**src/rtl/mopshub_elink_pkg.sv**
```systemverilog
// Shared e-link definitions: frame delimiters, CRC polynomial, receive FSM states, frame geometry.
// Latency: n/a (constants and types only).
// Backpressure: n/a.
package mopshub_elink_pkg;

    localparam logic [7:0] DEF_SOP_BYTE = 8'h3C;
    localparam logic [7:0] DEF_EOP_BYTE = 8'hDC;
    localparam logic [7:0] DEF_CRC_POLY = 8'h07;
    localparam int         DEF_CNT_W    = 16;

    localparam int FRAME_PAYLOAD_BYTES = 10;
    localparam int UPLINK_W            = 76;

    typedef enum logic [1:0] {HUNT, PAYLOAD, CRC, EOP} elink_rx_state_t;

endpackage

```
**src/rtl/elink_uplink_deserializer_if.sv**
```systemverilog
// Host-side bundle of the uplink receiver: held word with valid/ack, event pulses and counters.
// Latency: n/a (wiring only).
// Backpressure: data_ack_i frees the single holding slot; there is no other stall path.
interface elink_uplink_deserializer_if
    import mopshub_elink_pkg::*;
#(
    parameter int CNT_W = DEF_CNT_W
);
    logic [UPLINK_W-1:0] data_rec_o;
    logic                data_valid_o;
    logic                data_ack_i;
    logic                irq_elink_rec;
    logic                crc_err_o;
    logic                frame_err_o;
    logic                overflow_o;
    logic [CNT_W-1:0]    good_cnt_o;
    logic [CNT_W-1:0]    err_cnt_o;

    modport master (
        output data_rec_o, data_valid_o, irq_elink_rec, crc_err_o,
               frame_err_o, overflow_o, good_cnt_o, err_cnt_o,
        input  data_ack_i
    );

    modport slave (
        input  data_rec_o, data_valid_o, irq_elink_rec, crc_err_o,
               frame_err_o, overflow_o, good_cnt_o, err_cnt_o,
        output data_ack_i
    );
endinterface

```
**src/rtl/elink_uplink_deserializer_crc8.sv**
```systemverilog
// Byte-wide next-state function of the MSB-first CRC-8 (no reflection), shared by rx and tx.
// Latency: combinational.
// Backpressure: none.
module elink_crc8 #(
    parameter logic [7:0] POLY = 8'h07
) (
    input  logic [7:0] crc_in,
    input  logic [7:0] byte_in,
    output logic [7:0] crc_out
);
    // Eight serial shift steps unrolled, most significant data bit first
    always_comb begin
        logic [7:0] c;
        c = crc_in;
        for (int i = 7; i >= 0; i--) begin
            if (c[7] ^ byte_in[i]) begin
                c = {c[6:0], 1'b0} ^ POLY;
            end else begin
                c = {c[6:0], 1'b0};
            end
        end
        crc_out = c;
    end
endmodule

```
**src/rtl/elink_uplink_deserializer.sv**
```systemverilog
// Uplink e-link receiver: SOP hunt, 76-bit word reassembly, CRC-8 and EOP check, 1-entry hold register.
// Latency: data_valid_o rises 52 clk after the first SOP dibit (the edge after the last EOP dibit).
// Backpressure: none toward the link; a good frame finishing while the hold register is full is dropped (overflow_o).
module elink_uplink_deserializer
    import mopshub_elink_pkg::*;
#(
    parameter logic [7:0] SOP_BYTE = DEF_SOP_BYTE,
    parameter logic [7:0] EOP_BYTE = DEF_EOP_BYTE,
    parameter logic [7:0] CRC_POLY = DEF_CRC_POLY,
    parameter int         CNT_W    = DEF_CNT_W
) (
    input  logic                        clk,
    input  logic                        rst,
    input  logic [1:0]                  rx_elink2bit,
    elink_uplink_deserializer_if.master up
);
    localparam logic [3:0] LAST_BYTE = 4'(FRAME_PAYLOAD_BYTES - 1);

    elink_rx_state_t     state, state_nxt;
    logic [7:0]          win;
    logic [1:0]          dibit_cnt;
    logic [3:0]          byte_cnt;
    logic [7:0]          crc, crc_nxt;
    logic [UPLINK_W-1:0] stage, data_rec;
    logic                data_valid, irq, crc_err, frame_err, overflow;
    logic [CNT_W-1:0]    good_cnt, err_cnt;

    // Decision strobes; all act on the registered window, so a byte is judged one edge after it completes
    logic byte_rdy, sop_hit;
    logic lock, pay_byte, crc_bad, eop_bad, eop_good, load, ovf_drop;

    assign byte_rdy = (dibit_cnt == 2'd3);
    assign sop_hit  = (win == SOP_BYTE);

    elink_crc8 #(.POLY(CRC_POLY)) u_crc (
        .crc_in  (crc),
        .byte_in (win),
        .crc_out (crc_nxt)
    );

    // FSM state register
    always_ff @(posedge clk or negedge rst) begin
        if (!rst) state <= HUNT;
        else      state <= state_nxt;
    end

    // FSM next-state: SOP bytes inside a frame are data, no resync until the frame ends or drops
    always_comb begin
        state_nxt = state;
        case (state)
            HUNT:    if (sop_hit) state_nxt = PAYLOAD;
            PAYLOAD: if (byte_rdy && byte_cnt == LAST_BYTE) state_nxt = CRC;
            CRC:     if (byte_rdy) state_nxt = (win == crc) ? EOP : HUNT;
            EOP:     if (byte_rdy) state_nxt = HUNT;
            default: state_nxt = HUNT;
        endcase
    end

    // FSM outputs: per-byte actions and the end-of-frame verdict
    always_comb begin
        lock     = (state == HUNT) && sop_hit;
        pay_byte = (state == PAYLOAD) && byte_rdy;
        crc_bad  = (state == CRC) && byte_rdy && (win != crc);
        eop_bad  = (state == EOP) && byte_rdy && (win != EOP_BYTE);
        eop_good = (state == EOP) && byte_rdy && (win == EOP_BYTE);
        // A same-cycle ack frees the slot, so the new word loads instead of overflowing
        load     = eop_good && (!data_valid || up.data_ack_i);
        ovf_drop = eop_good && data_valid && !up.data_ack_i;
    end

    // Shift window, byte phase, CRC accumulator and staging register
    always_ff @(posedge clk or negedge rst) begin
        if (!rst) begin
            win       <= '0;
            dibit_cnt <= '0;
            byte_cnt  <= '0;
            crc       <= '0;
            stage     <= '0;
        end else begin
            win       <= {win[5:0], rx_elink2bit};
            dibit_cnt <= lock ? 2'd0 : dibit_cnt + 2'd1;
            if (lock) begin
                byte_cnt <= '0;
                crc      <= '0;
            end else if (pay_byte) begin
                byte_cnt <= byte_cnt + 4'd1;
                crc      <= crc_nxt;
                // The 4 padding bits of byte 0 fall off the top after all ten bytes
                stage    <= {stage[UPLINK_W-9:0], win};
            end
        end
    end

    // Holding register, event pulses and saturating counters
    always_ff @(posedge clk or negedge rst) begin
        if (!rst) begin
            data_rec   <= '0;
            data_valid <= 1'b0;
            irq        <= 1'b0;
            crc_err    <= 1'b0;
            frame_err  <= 1'b0;
            overflow   <= 1'b0;
            good_cnt   <= '0;
            err_cnt    <= '0;
        end else begin
            if (load) begin
                data_rec   <= stage;
                data_valid <= 1'b1;
            end else if (up.data_ack_i && data_valid) begin
                data_valid <= 1'b0;
            end
            irq       <= load;
            crc_err   <= crc_bad;
            frame_err <= eop_bad;
            overflow  <= ovf_drop;
            if (load && good_cnt != '1) good_cnt <= good_cnt + CNT_W'(1);
            if ((crc_bad || eop_bad || ovf_drop) && err_cnt != '1) err_cnt <= err_cnt + CNT_W'(1);
        end
    end

    assign up.data_rec_o    = data_rec;
    assign up.data_valid_o  = data_valid;
    assign up.irq_elink_rec = irq;
    assign up.crc_err_o     = crc_err;
    assign up.frame_err_o   = frame_err;
    assign up.overflow_o    = overflow;
    assign up.good_cnt_o    = good_cnt;
    assign up.err_cnt_o     = err_cnt;

endmodule

```
**src/flat_wrapper.sv**
```systemverilog
// flat-port wrapper written by rule: the top's interface ports become plain ports
module elink_uplink_deserializer_flat import mopshub_elink_pkg::*;
#(
    parameter logic [7:0] SOP_BYTE = DEF_SOP_BYTE,
    parameter logic [7:0] EOP_BYTE = DEF_EOP_BYTE,
    parameter logic [7:0] CRC_POLY = DEF_CRC_POLY,
    parameter int         CNT_W    = DEF_CNT_W
)
  (clk, rst, rx_elink2bit, up_data_rec_o, up_data_valid_o, up_irq_elink_rec, up_crc_err_o, up_frame_err_o, up_overflow_o, up_good_cnt_o, up_err_cnt_o, up_data_ack_i);
  elink_uplink_deserializer_if #(.CNT_W(CNT_W)) up_i ();
  input  logic clk;
  input  logic rst;
  input  logic [1:0] rx_elink2bit;
  output wire logic [$bits(up_i.data_rec_o)-1:0] up_data_rec_o;
  output wire logic [$bits(up_i.data_valid_o)-1:0] up_data_valid_o;
  output wire logic [$bits(up_i.irq_elink_rec)-1:0] up_irq_elink_rec;
  output wire logic [$bits(up_i.crc_err_o)-1:0] up_crc_err_o;
  output wire logic [$bits(up_i.frame_err_o)-1:0] up_frame_err_o;
  output wire logic [$bits(up_i.overflow_o)-1:0] up_overflow_o;
  output wire logic [$bits(up_i.good_cnt_o)-1:0] up_good_cnt_o;
  output wire logic [$bits(up_i.err_cnt_o)-1:0] up_err_cnt_o;
  input wire logic [$bits(up_i.data_ack_i)-1:0] up_data_ack_i;
  assign up_data_rec_o = up_i.data_rec_o;
  assign up_data_valid_o = up_i.data_valid_o;
  assign up_irq_elink_rec = up_i.irq_elink_rec;
  assign up_crc_err_o = up_i.crc_err_o;
  assign up_frame_err_o = up_i.frame_err_o;
  assign up_overflow_o = up_i.overflow_o;
  assign up_good_cnt_o = up_i.good_cnt_o;
  assign up_err_cnt_o = up_i.err_cnt_o;
  assign up_i.data_ack_i = up_data_ack_i;
  elink_uplink_deserializer #(.SOP_BYTE(SOP_BYTE), .EOP_BYTE(EOP_BYTE), .CRC_POLY(CRC_POLY), .CNT_W(CNT_W)) u_core (.clk(clk), .rst(rst), .rx_elink2bit(rx_elink2bit), .up(up_i));
endmodule
```
**config.mk**
```make
export PLATFORM = sky130hd
export DESIGN_NAME = elink_uplink_deserializer_flat
export DESIGN_NICKNAME = d
export VERILOG_FILES = /design/src/rtl/mopshub_elink_pkg.sv /design/src/rtl/elink_uplink_deserializer_if.sv /design/src/rtl/elink_uplink_deserializer_crc8.sv /design/src/rtl/elink_uplink_deserializer.sv /design/src/flat_wrapper.sv
export SDC_FILE = /design/constraint.sdc
export NUM_CORES = 1
export LEC_CHECK = 0
export CORE_MARGIN = 2
export CORE_UTILIZATION = 50
export CTS_CLUSTER_DIAMETER = 40
export DETAILED_ROUTE_END_ITERATION = 7
export GPL_TIMING_DRIVEN = 0
export PLACE_DENSITY = 0.74
export SLEW_MARGIN = 20
export SYNTH_ARGS = -nofsm -noshare
export SYNTH_HDL_FRONTEND = slang
export SYNTH_HIERARCHICAL = 1
export SYNTH_SLANG_ARGS = --single-unit
```
**constraint.sdc**
```tcl
create_clock -name clk -period 3.3 [get_ports clk]
set_clock_uncertainty 0.15 [all_clocks]
set_input_delay 0.33 -clock clk [delete_from_list [all_inputs] [get_ports clk]]
set_output_delay 0.33 -clock clk [all_outputs]
set_load 0.03 [all_outputs]
```
## Word level (Yosys, flattened, before mapping)

Cells that the tools add are included.

| storage, ports and cells | value |
|---|---|
| flip-flop bits (word level) | 213 |
| latch bits | 0 |
| RAM bits | 0 |
| bits in read-only memories | 0 |
| bits of input ports | 5 |
| output and inout port bits | 113 |
| logic and storage cells | 96 |
| memories | 0 |

| operators by class | value |
|---|---|
| add/sub/neg operators | 4 |
| multipliers | 0 |
| divide/modulo/power cells | 0 |
| order comparisons | 0 |
| eq/ne operators | 16 |
| shift-type cells | 0 |
| mux-type cells | 21 |
| bitwise logic cells | 17 |
| reductions and logical operators | 24 |

Operators with widths:

| cell | number |
|---|---|
| adder 16 x 1 -> 16 bit (second input constant) | 2 |
| inequality test 16 bit (second input constant) | 2 |
| 2-to-1 mux 3 bit | 8 |
| NOT 3 bit | 8 |
| 2-to-1 mux 8 bit | 2 |
| logical AND 1 bit | 14 |
| 2-to-1 mux 2 bit | 6 |
| equality test 8 x 6 -> 1 bit (second input constant) | 1 |
| equality test 8 bit | 1 |
| equality test 8 bit (second input constant) | 1 |
| 2-to-1 mux 4 bit | 2 |
| inequality test 2 x 1 -> 1 bit (second input constant) | 4 |
| inequality test 8 bit | 1 |
| inequality test 8 bit (second input constant) | 1 |
| one-hot mux 2 bit (4 select lines) | 1 |
| XOR 1 bit | 8 |
| equality test 2 bit (second input constant) | 3 |
| adder 4 x 1 -> 4 bit (second input constant) | 1 |
| equality test 4 bit (second input constant) | 1 |
| AND reduction 4 bit | 1 |
| nonzero test 2 bit | 2 |
| logical OR 1 bit | 3 |
| adder 2 x 1 -> 2 bit (second input constant) | 1 |
| equality test 2 x 1 -> 1 bit (second input constant) | 1 |
| other kinds (5) | 7 |

## Longest topological paths before layout

Gate-level depths: netlist (run 1).

| logic depth | value |
|---|---|
| word-level depth | 18 |
| gate-level depth with buffers | 8 |
| depth with buffers taken out | 7 |

## By module

The synthesis (run 1) kept the hierarchy.

By module, submodules not included:

| module | instances | cells each | area each (um^2) | sequential area each (um^2) |
|---|---|---|---|---|
| elink_uplink_deserializer | 1 | 724 | 8,309.2 | 5,330.1 |
| elink_crc8 | 1 | 21 | 183.9 | 0.0 |

## Worst setup path before layout (run 1)

OpenSTA, ideal clock, no wires.

| timing path | value |
|---|---|
| kind | reg2reg |
| start point | register u_core.dibit_cnt[0] |
| end point | register u_core.good_cnt[9] (netlist: u_core/up.good_cnt_o[9]) |
| setup time | 0.134 ns |
| arrival | 1.991 ns |
| required time | 3.016 ns |
| setup slack | 1.025 ns |
| cell stages (with the launch flop) | 9 |
| path buffers | 1 |
| clock period less this slack | 2.275 ns |
| cell sequence | dfrtp_1 ha_1 nand3_1 nor4b_4 o41a_1 buf_4 nor3b_2 nand3_1 xnor2_1 |

| on the way | value |
|---|---|
| cells in the longest elaborated chain, start to end | 5 |

Ends and longest elaborated chain:

| what | RTL line | RTL |
|---|---|---|
| start, declared | elink_uplink_deserializer.sv:21 | `logic [1:0] dibit_cnt;` |
| start signal, assigned | elink_uplink_deserializer.sv:81 | `dibit_cnt <= lock ? 2'd0 : dibit_cnt + 2'd1;` |
| equality test 2 bit | elink_uplink_deserializer.sv:32 | `assign byte_rdy = (dibit_cnt == 2'd3);` |
| logical AND 1 bit (2 in series) | elink_uplink_deserializer.sv:65 | `eop_good = (state == EOP) && byte_rdy && (win == EOP_BYTE);` |
| logical AND 1 bit | elink_uplink_deserializer.sv:67 | `load = eop_good && (!data_valid \|\| up.data_ack_i);` |
| logical AND 1 bit | elink_uplink_deserializer.sv:116 | `if (load && good_cnt != '1) good_cnt <= good_cnt + CNT_W'(1);` |
| end signal, assigned | elink_uplink_deserializer.sv:116 |  |
| end, declared | elink_uplink_deserializer.sv:26 | `logic [CNT_W-1:0] good_cnt, err_cnt;` |

Every way passes these cells.
A chain may end at the register's enable or synchronous reset.

## Worst setup path in the final report (run 1)

| timing path | value |
|---|---|
| start point | register u_core.dibit_cnt[0] |
| end point | register u_core.data_rec[60] (netlist: u_core/up.data_rec_o[60]) |

| on the way | value |
|---|---|
| cells in the longest elaborated chain, start to end | 4 |

Ends and longest elaborated chain:

| what | RTL line | RTL |
|---|---|---|
| equality test 2 bit | elink_uplink_deserializer.sv:32 |  |
| logical AND 1 bit (2 in series) | elink_uplink_deserializer.sv:65 |  |
| logical AND 1 bit | elink_uplink_deserializer.sv:67 |  |
| end signal, assigned | elink_uplink_deserializer.sv:107 | `data_rec <= stage;` |
| end, declared | elink_uplink_deserializer.sv:24 | `logic [UPLINK_W-1:0] stage, data_rec;` |

Every way passes these cells.

==> flow_summary_export.csv, run 1 <==
group,metric,value,unit
setup_path,worst-r2r-cell-count,6,
global_routing,grt_overflow,0,
global_routing,grt_use_met1,28.3,%
routing,drcViolationCount,0,
sta,fmax,0.352,GHz
global_routing,grt_antenna_before_repair,0,
routing,vias_per_cell,5.11,
sta,finalHoldViolations,0,
cts,cts_root_buffer,"clkbuf_16",
cells_and_area,fin_nets,903,
cts,cts_made_buffers,26,
setup_path,crit_top_cell,"buf_2",
setup_path,startpoint,"u_core/dibit_cnt[0]$_DFF_PN0_",
global_routing,busiest_layer,"met2",
cts,post_cts_buffers,0,
placed_design,postPlaceCellArea,10000,µm²
power,vdd_ir_drop_max,0.439,mV
setup_path,worst-path-stages,6,
routing,ant_nets,0,
global_routing,grt_pass1_wl,29300,µm
sta,slew_headroom,51.7,%
cts,clk_pin_slew_worst_paths,0.06,ns
cts,clock-sinks,213,
setup_path,r2r_end,"u_core/up.data_rec_o[60]$_DFFE_PN0P_",
cells_and_area,design_area,10900,µm²
floorplanning,die_h,134,µm
sta,finalCritPeriodShare,86.2,%
routing,wire_per_inst,15.5,µm
floorplanning,fp.dieW,134,µm
setup_path,critPathKind,"flop to flop",
sta,setup_viol,0,
floorplanning,coreArea,16600,µm²
placed_design,dp_hpwl,11600,µm
routing,dr.pass1.iters,4,
setup_path,crit_chain,"ha_1 -> nand3_1 -> nor4b_4 -> buf_2 -> buf_2 -> mux2_2",
cts,cts_tree,"yes",
setup_path,crit_slowest_cell,"nor4b_4",
cts,insertion_delay,0.51,ns
placed_design,gp_congestion,0.807,
sta,rsz0062_at_grt,"false",
synth,syn_area,8490,µm²
global_routing,gr-usage-met2,33.0,%
setup_path,cp-start-kind,"flop",
cells_and_area,utilization,65.8,%
sta,tightest_slew,0.719,ns
power,total_leakage_power,5.35,nW
setup_path,required,3.54,ns
cells_and_area,num_antenna_cells,0,
setup_path,crit_family,"simple AND/OR/NAND/NOR gates",
setup_path,cp-end-kind,"flop",
worst_hold_path,hold_start,"rx_elink2bit[0]",
placed_design,pre_cts_ws,0.340,ns
synth,synth_cells,745,
sta,setup_tns,0,ns
setup_path,worstPathArrival,3.09,ns
floorplanning,initial_core_util,51.2,%
global_routing,first_global_vias,5759,
routing,drt-initial-drc-count,280,
power,power_density,609,nW/µm²
cts,cts_buffer_depth,3,
sta,setup_slack,0.457,ns
worst_hold_path,min_path_type,"input pin to flop",
setup_path,critPathMaxStageDelay,0.67,ns
routing,drt_wl_total,17500,µm
synth,ys_ff_latch,213,
setup_path,reg2reg_slack,0.46,ns
setup_path,r2r-start,"u_core/dibit_cnt[0]$_DFF_PN0_",
cts,htreeDepth,1,
setup_path,crit_fanout,10,
floorplanning,rows,47,
global_routing,grt_usage,20.0,%
cells_and_area,area.growth.synth_to_final,28.5,%
synth,yosys_warnings,6,
synth,synth_cell_type_count,36,
placed_design,port_buffers,117,
status,status,"complete, no violations",
floorplanning,io_pins,118,
cells_and_area,drive_gt1_share,15.4,%
global_routing,grt_max_degree,103,
routing,route.vias.total,5780,
synth,synth_nets,755,
sta,slew_violations,0,
global_routing,use_met3,3.14,%
cells_and_area,nFillCells,1294,
setup_path,crit_end,"u_core/up.data_rec_o[60]$_DFFE_PN0P_",
synth,syn_avg_cell_area,11.4,µm²
sta,finalCriticalPeriod,2.84,ns
run,cap_violations,0,
setup_path,path_buf_inv,2,
synth,ys_seq_area_share,62.8,%
sta,holdWs,0.105,ns
floorplanning,die_area,18000,µm²
[state kept, by name, summed over array words and instances (netlist names)]
register and flops:
u_core/byte_cnt 4, u_core/crc 8, u_core/dibit_cnt 2, u_core/stage 76, u_core/state 2, u_core/up.crc_err_o 1
u_core/up.data_rec_o 76, u_core/up.data_valid_o 1, u_core/up.err_cnt_o 16, u_core/up.frame_err_o 1, u_core/up.good_cnt_o 16, u_core/up.irq_elink_rec 1
u_core/up.overflow_o 1, u_core/win 8
[cells in the mapped netlist (all sizes together)]
library cell / n / area, µm²
nand2: 265 / 995
dfrtp: 213 / 5330
mux2: 81 / 912
xnor2: 38 / 333
clkbuf: 25 / 93.8
xor2: 19 / 166
a21oi: 14 / 70.1
nor2: 14 / 52.6
nand4: 11 / 68.8
nand3: 10 / 50.1
and3: 8 / 50.1
buf: 6 / 31.3
ha: 5 / 62.6
nand2b: 4 / 25.0
and4: 3 / 26.3
nor4: 3 / 18.8
o21ai: 3 / 15.0
and2: 2 / 12.5
inv: 2 / 7.51
nand4b: 2 / 17.5
nor2b: 2 / 12.5
nor3: 2 / 10.0
o21ba: 2 / 20.0
a311oi: 1 / 8.76
a31oi: 1 / 6.26
and4b: 1 / 10.0
nand4bb: 1 / 11.3
nor3b: 1 / 12.5
nor4b: 1 / 23.8
o21bai: 1 / 7.51
o22a: 1 / 8.76
o41a: 1 / 11.3
or2: 1 / 6.26
or3: 1 / 6.26
[routing by layer]
| layer | vias to the layer above | share of wire, % |
|---|---|---|
| met5 | - | 0 |
| met2 | 119 | 49 |
| li1 | 2746 | - |
| met3 | 23 | 4.0 |
| met1 | 2892 | 46 |
| met4 | 0 | 1.4 |
[stage by stage]
step                      power [mW]  instances
after CTS                       6.71       1132
after global placement          3.75       1082
final                           6.65       1132
after detailed placement        3.79       1084
after global routing            6.95       1132
after floorplan                 3.54        745
[cells in the final DEF (no fill, tap or decap), types with 4 or more instances in the layout]
cell type	netlist	layout
a21oi_1	14	14
and3_1	8	8
buf_2	4	4
clkbuf_1	25	26
clkbuf_16	0	27
clkdlybuf4s50_1	0	116
clkinvlp_4	0	5
dfrtp_1	213	213
ha_1	5	5
inv_6	0	4
mux2_2	81	81
nand2_1	265	265
nand2b_1	4	4
nand3_1	10	10
nand4_1	11	11
nor2_1	14	14
xnor2_1	38	38
xor2_1	19	19
[power by group]
| part | switching (mW) | total [mW] | internal, mW |
|---|---|---|---|
| Sequential | 0.212 | 3.02 | 2.81 |
| Clock | 1.11 | 2.90 | 1.79 |
| Combinational | 0.425 | 0.727 | 0.302 |
| Total | 1.74 | 6.65 | 4.90 |
[kinds of logic after synthesis]
kind of cell	share of synthesized area, %
flops	62.8
mux	10.7
fa+ha+maj	0.737
compound gates	1.74
simple gates	16.6
xor+xnor	5.88
buf+inv	1.56
[worst register-to-register path, stage by stage (launching register included)]
cell,delay [ns]
dfrtp_1,0.35
ha_1,0.23
nand3_1,0.20
nor4b_4,0.67
buf_2,0.42
buf_2,0.33
mux2_2,0.37
[worst min path at each step]
stage                                           endpoint  cells after the start
after detailed placement    u_core/stage[73]$_DFFE_PN0P_                      1
after global placement     u_core/dibit_cnt[0]$_DFF_PN0_                      1
after floorplan           u_core/byte_cnt[0]$_DFFE_PN0P_                      0
final                            u_core/win[0]$_DFF_PN0_                      1
after global routing             u_core/win[0]$_DFF_PN0_                      1
after CTS                        u_core/win[1]$_DFF_PN0_                      1
[repair_timing]
| action | in CTS | in global routing |
|---|---|---|
| hold buffers | 1 | 0 |
| hold endpoints to repair | 213 | 0 |
| gates resized for setup | 0 | 0 |
[area by class of cell]
type	count	area, µm²	share of cell area, %
plain buffers	31	125	1.15
clock buffers	30	707	6.48
clock inverters	17	198	1.81
inverters	2	7.51	0.0688
multi-input cells	499	3030	27.8
flip-flops and latches	213	5330	48.8
well taps	220	275	2.52
repair buffers	120	1240	11.4
Power figures use the tool's default switching activity.
==> run 2: changes to the inputs <==
--- a/config.mk
+++ b/config.mk
@@ -5,12 +5,13 @@
 export SDC_FILE = /design/constraint.sdc
 export NUM_CORES = 1
 export LEC_CHECK = 0
+export ABC_AREA = 1
 export CORE_MARGIN = 2
 export CORE_UTILIZATION = 50
 export CTS_CLUSTER_DIAMETER = 40
 export DETAILED_ROUTE_END_ITERATION = 7
 export GPL_TIMING_DRIVEN = 0
-export PLACE_DENSITY = 0.74
+export PLACE_DENSITY = 0.73
 export SLEW_MARGIN = 20
 export SYNTH_ARGS = -nofsm -noshare
 export SYNTH_HDL_FRONTEND = slang
==> run 2 against run 1 <==
Sequential power is essentially flat. First-iteration DRC count grew 110%. Critical path depth grew 1. Maximum frequency grew 19%. Critical endpoint is now u_core/stage[61]$_DFFE_PN0P_. Area after synthesis grew 6.9%. Via count grew 25%. Clock power grew 16%.
==> flow_summary_export.csv, run 2 <==
group,metric,value,unit
status,status,"complete, no violations",
cells_and_area,design_area,11700,µm²
routing,drt_wl_total,21300,µm
sta,rsz0062_at_grt,"false",
synth,synthTopCellsByArea,"dfrtp_1 (59%), nand2_1 (15%), inv_1 (4.6%)",
synth,yosysTopAreaCell,"dfrtp_1",
synth,synth_fa_ha_area_share,0.689,%
cts,clk_pin_slew_worst_paths,0.06,ns
floorplanning,io_pins,118,
synth,synth-compound-area-share,8.96,%
cells_and_area,utilization,65.3,%
routing,dr.pass1.iters,5,
global_routing,grt_pass1_wl,35300,µm
synth,synth_cell_type_count,32,
setup_path,critPathKind,"flop to flop",
floorplanning,coreArea,17900,µm²
placed_design,port_buffers,117,
placed_design,placed_cells,1374,
synth,synth-async-reset-ratio,100,%
synth,synthMuxAreaShare,0,%
synth,synth_top_area_share,58.7,%
floorplanning,die_h,139,µm
cells_and_area,layout_common_cells,"nand2_1 (367), dfrtp_1 (213), clkdlybuf4s50_1 (116)",
global_routing,grt_overflow,0,
sta,slew_violations,0,
synth,synth_ff_type,"dfrtp_1",
power,power_density,629,nW/µm²
floorplanning,die_area,19200,µm²
synth,syn_area,9080,µm²
routing,route.vias.total,7215,
cells_and_area,mostFrequentLayoutCell,"nand2_1",
setup_path,worstPathArrival,2.69,ns
routing,wire_per_inst,14.9,µm
setup_path,reg2reg_slack,0.92,ns
cts,cts_tree,"yes",
synth,syn_avg_cell_area,8.85,µm²
cts,clock-sinks,213,
synth,ys_seq_area_share,58.7,%
floorplanning,rows,49,
placed_design,dp_hpwl,14600,µm
synth,ys_ff_latch,213,
sta,tightest_slew,0.749,ns
power,vdd_ir_drop_max,0.537,mV
sta,setup_viol,0,
cells_and_area,drive_gt1_share,8.82,%
sta,slew_headroom,49.8,%
sta,finalCritPeriodShare,72.1,%
synth,synth.most_common_cell,"nand2_1",
synth,synth_nets,1036,
cts,cts_made_buffers,31,
synth,synth_cells,1026,
setup_path,required,3.61,ns
synth,synth-xor-area-share,3.67,%
cells_and_area,fin_nets,1189,
sta,finalCriticalPeriod,2.38,ns
placed_design,gp_congestion,0.868,
synth,synth_top_family_by_area,"simple AND/OR/NAND/NOR gates",
power,total_leakage_power,5.56,nW
routing,drt-initial-drc-count,576,
run,cap_violations,0,
synth,yosys.area_share.simple,20.7,%
placed_design,postPlaceCellArea,10600,µm²
synth,yosys_warnings,6,
worst_hold_path,min_path_type,"input pin to asynchronous set/reset pin",
synth,netlist_top_cells_count,"nand2_1 (367), dfrtp_1 (213), inv_1 (111)",
cells_and_area,area.growth.synth_to_final,28.7,%
cts,htreeDepth,1,
sta,fmax,0.420,GHz
global_routing,grt_usage,22.2,%
routing,drcViolationCount,0,
global_routing,grt_max_degree,104,
setup_path,cp-end-kind,"flop",
cts,cts_buffer_depth,3,
setup_path,crit_fanout,10,
routing,ant_nets,0,
cts,cts_root_buffer,"clkbuf_16",
global_routing,first_global_vias,6981,
cts,insertion_delay,0.55,ns
cells_and_area,instances_no_fill,1431,
floorplanning,fp.dieW,139,µm
cells_and_area,num_antenna_cells,0,
floorplanning,initial_core_util,50.7,%
sta,finalHoldViolations,0,
routing,vias_per_cell,5.04,
global_routing,grt_antenna_before_repair,0,
synth,synth_edf_count,0,
setup_path,cp-start-kind,"flop",
## run 2: changes by cell type after synthesis, sizes merged, moves of 22 or more
cell   before  now
nor2       14   36
nand2     265  371
mux2       81    0
inv         2  117
o21ai       3  142
## run 2: kinds of logic (layout without fill, tap and decap cells)
group	after synthesis	after routing
AO/OA/AOI/OAI	153	153
XOR/XNOR	38	38
adder cells (fa/ha/maj)	5	5
buffers and inverters	155	331
flip-flops	213	213
AND/OR/NAND/NOR	462	462
## run 2: where the power goes
group / switching [mW] / internal (mW)
Combinational: 0.630 / 0.355
Clock: 1.25 / 2.10
Sequential: 0.180 / 2.83
## run 2: what timing repair did
action,CTS,global route
gates resized for setup,0,0
hold buffers,1,0
setup buffers,0,0
endpoints found under the hold margin,213,0
## run 2: cell type report
| cell class | instances | area, µm² |
|---|---|---|
| repair buffers | 120 | 1240 |
| fillers | 1460 | 6220 |
| clock inverters | 19 | 229 |
| flip-flops and latches | 213 | 5330 |
| well taps | 229 | 287 |
| clock buffers | 37 | 848 |
| inverters | 117 | 439 |
| plain buffers | 38 | 221 |
| multi-input cells | 658 | 3090 |
## run 2: path summary, 6_finish.rpt
check	start	to	cells past startpoint
worst max-delay path	u_core/dibit_cnt[0]$_DFF_PN0_	u_core/stage[61]$_DFFE_PN0P_	7
worst min-delay path	rst	u_core/up.data_rec_o[70]$_DFFE_PN0P_	2
worst max register to register	u_core/dibit_cnt[0]$_DFF_PN0_	u_core/stage[61]$_DFFE_PN0P_	7
worst min register to register	u_core/dibit_cnt[0]$_DFF_PN0_	u_core/dibit_cnt[0]$_DFF_PN0_	1
max in group asynchronous	rst	u_core/up.data_rec_o[26]$_DFFE_PN0P_	3
min in group clk	rx_elink2bit[0]	u_core/win[0]$_DFF_PN0_	1
## run 2: layer usage
layer | GRT usage [%] | part of all wire, % | vias up
met3 | 2.76 | 4.7 | 43
li1 | - | - | 3530
met2 | 35.9 | 48 | 183
met1 | 31.7 | 45 | 3459
met5 | 0 | 0 | -
met4 | 7.28 | 2.7 | 0
## run 2: worst max-delay path, cell delays in order, from the launching register on
cell	delay [ns]
dfrtp_1	0.34
ha_1	0.17
nand2_1	0.13
nor2_2	0.43
clkbuf_1	0.51
buf_2	0.37
nand2_1	0.10
o21ai_0	0.10
## run 2: through the flow
step | power, mW | setup slack (ns) | setup TNS, ns | hold slack [ns]
finish | 7.35 | 0.920 | 0 | 0.0651
global route | 7.70 | 0.755 | 0 | 0.0781
CTS | 7.40 | 0.891 | 0 | 0.0606
detailed placement | 4.04 | 0.904 | 0 | 0.0502
global placement | 3.99 | -7.15 | -1521.09 | 0.272
floorplan | 3.70 | 1.34 | 0 | -0.116
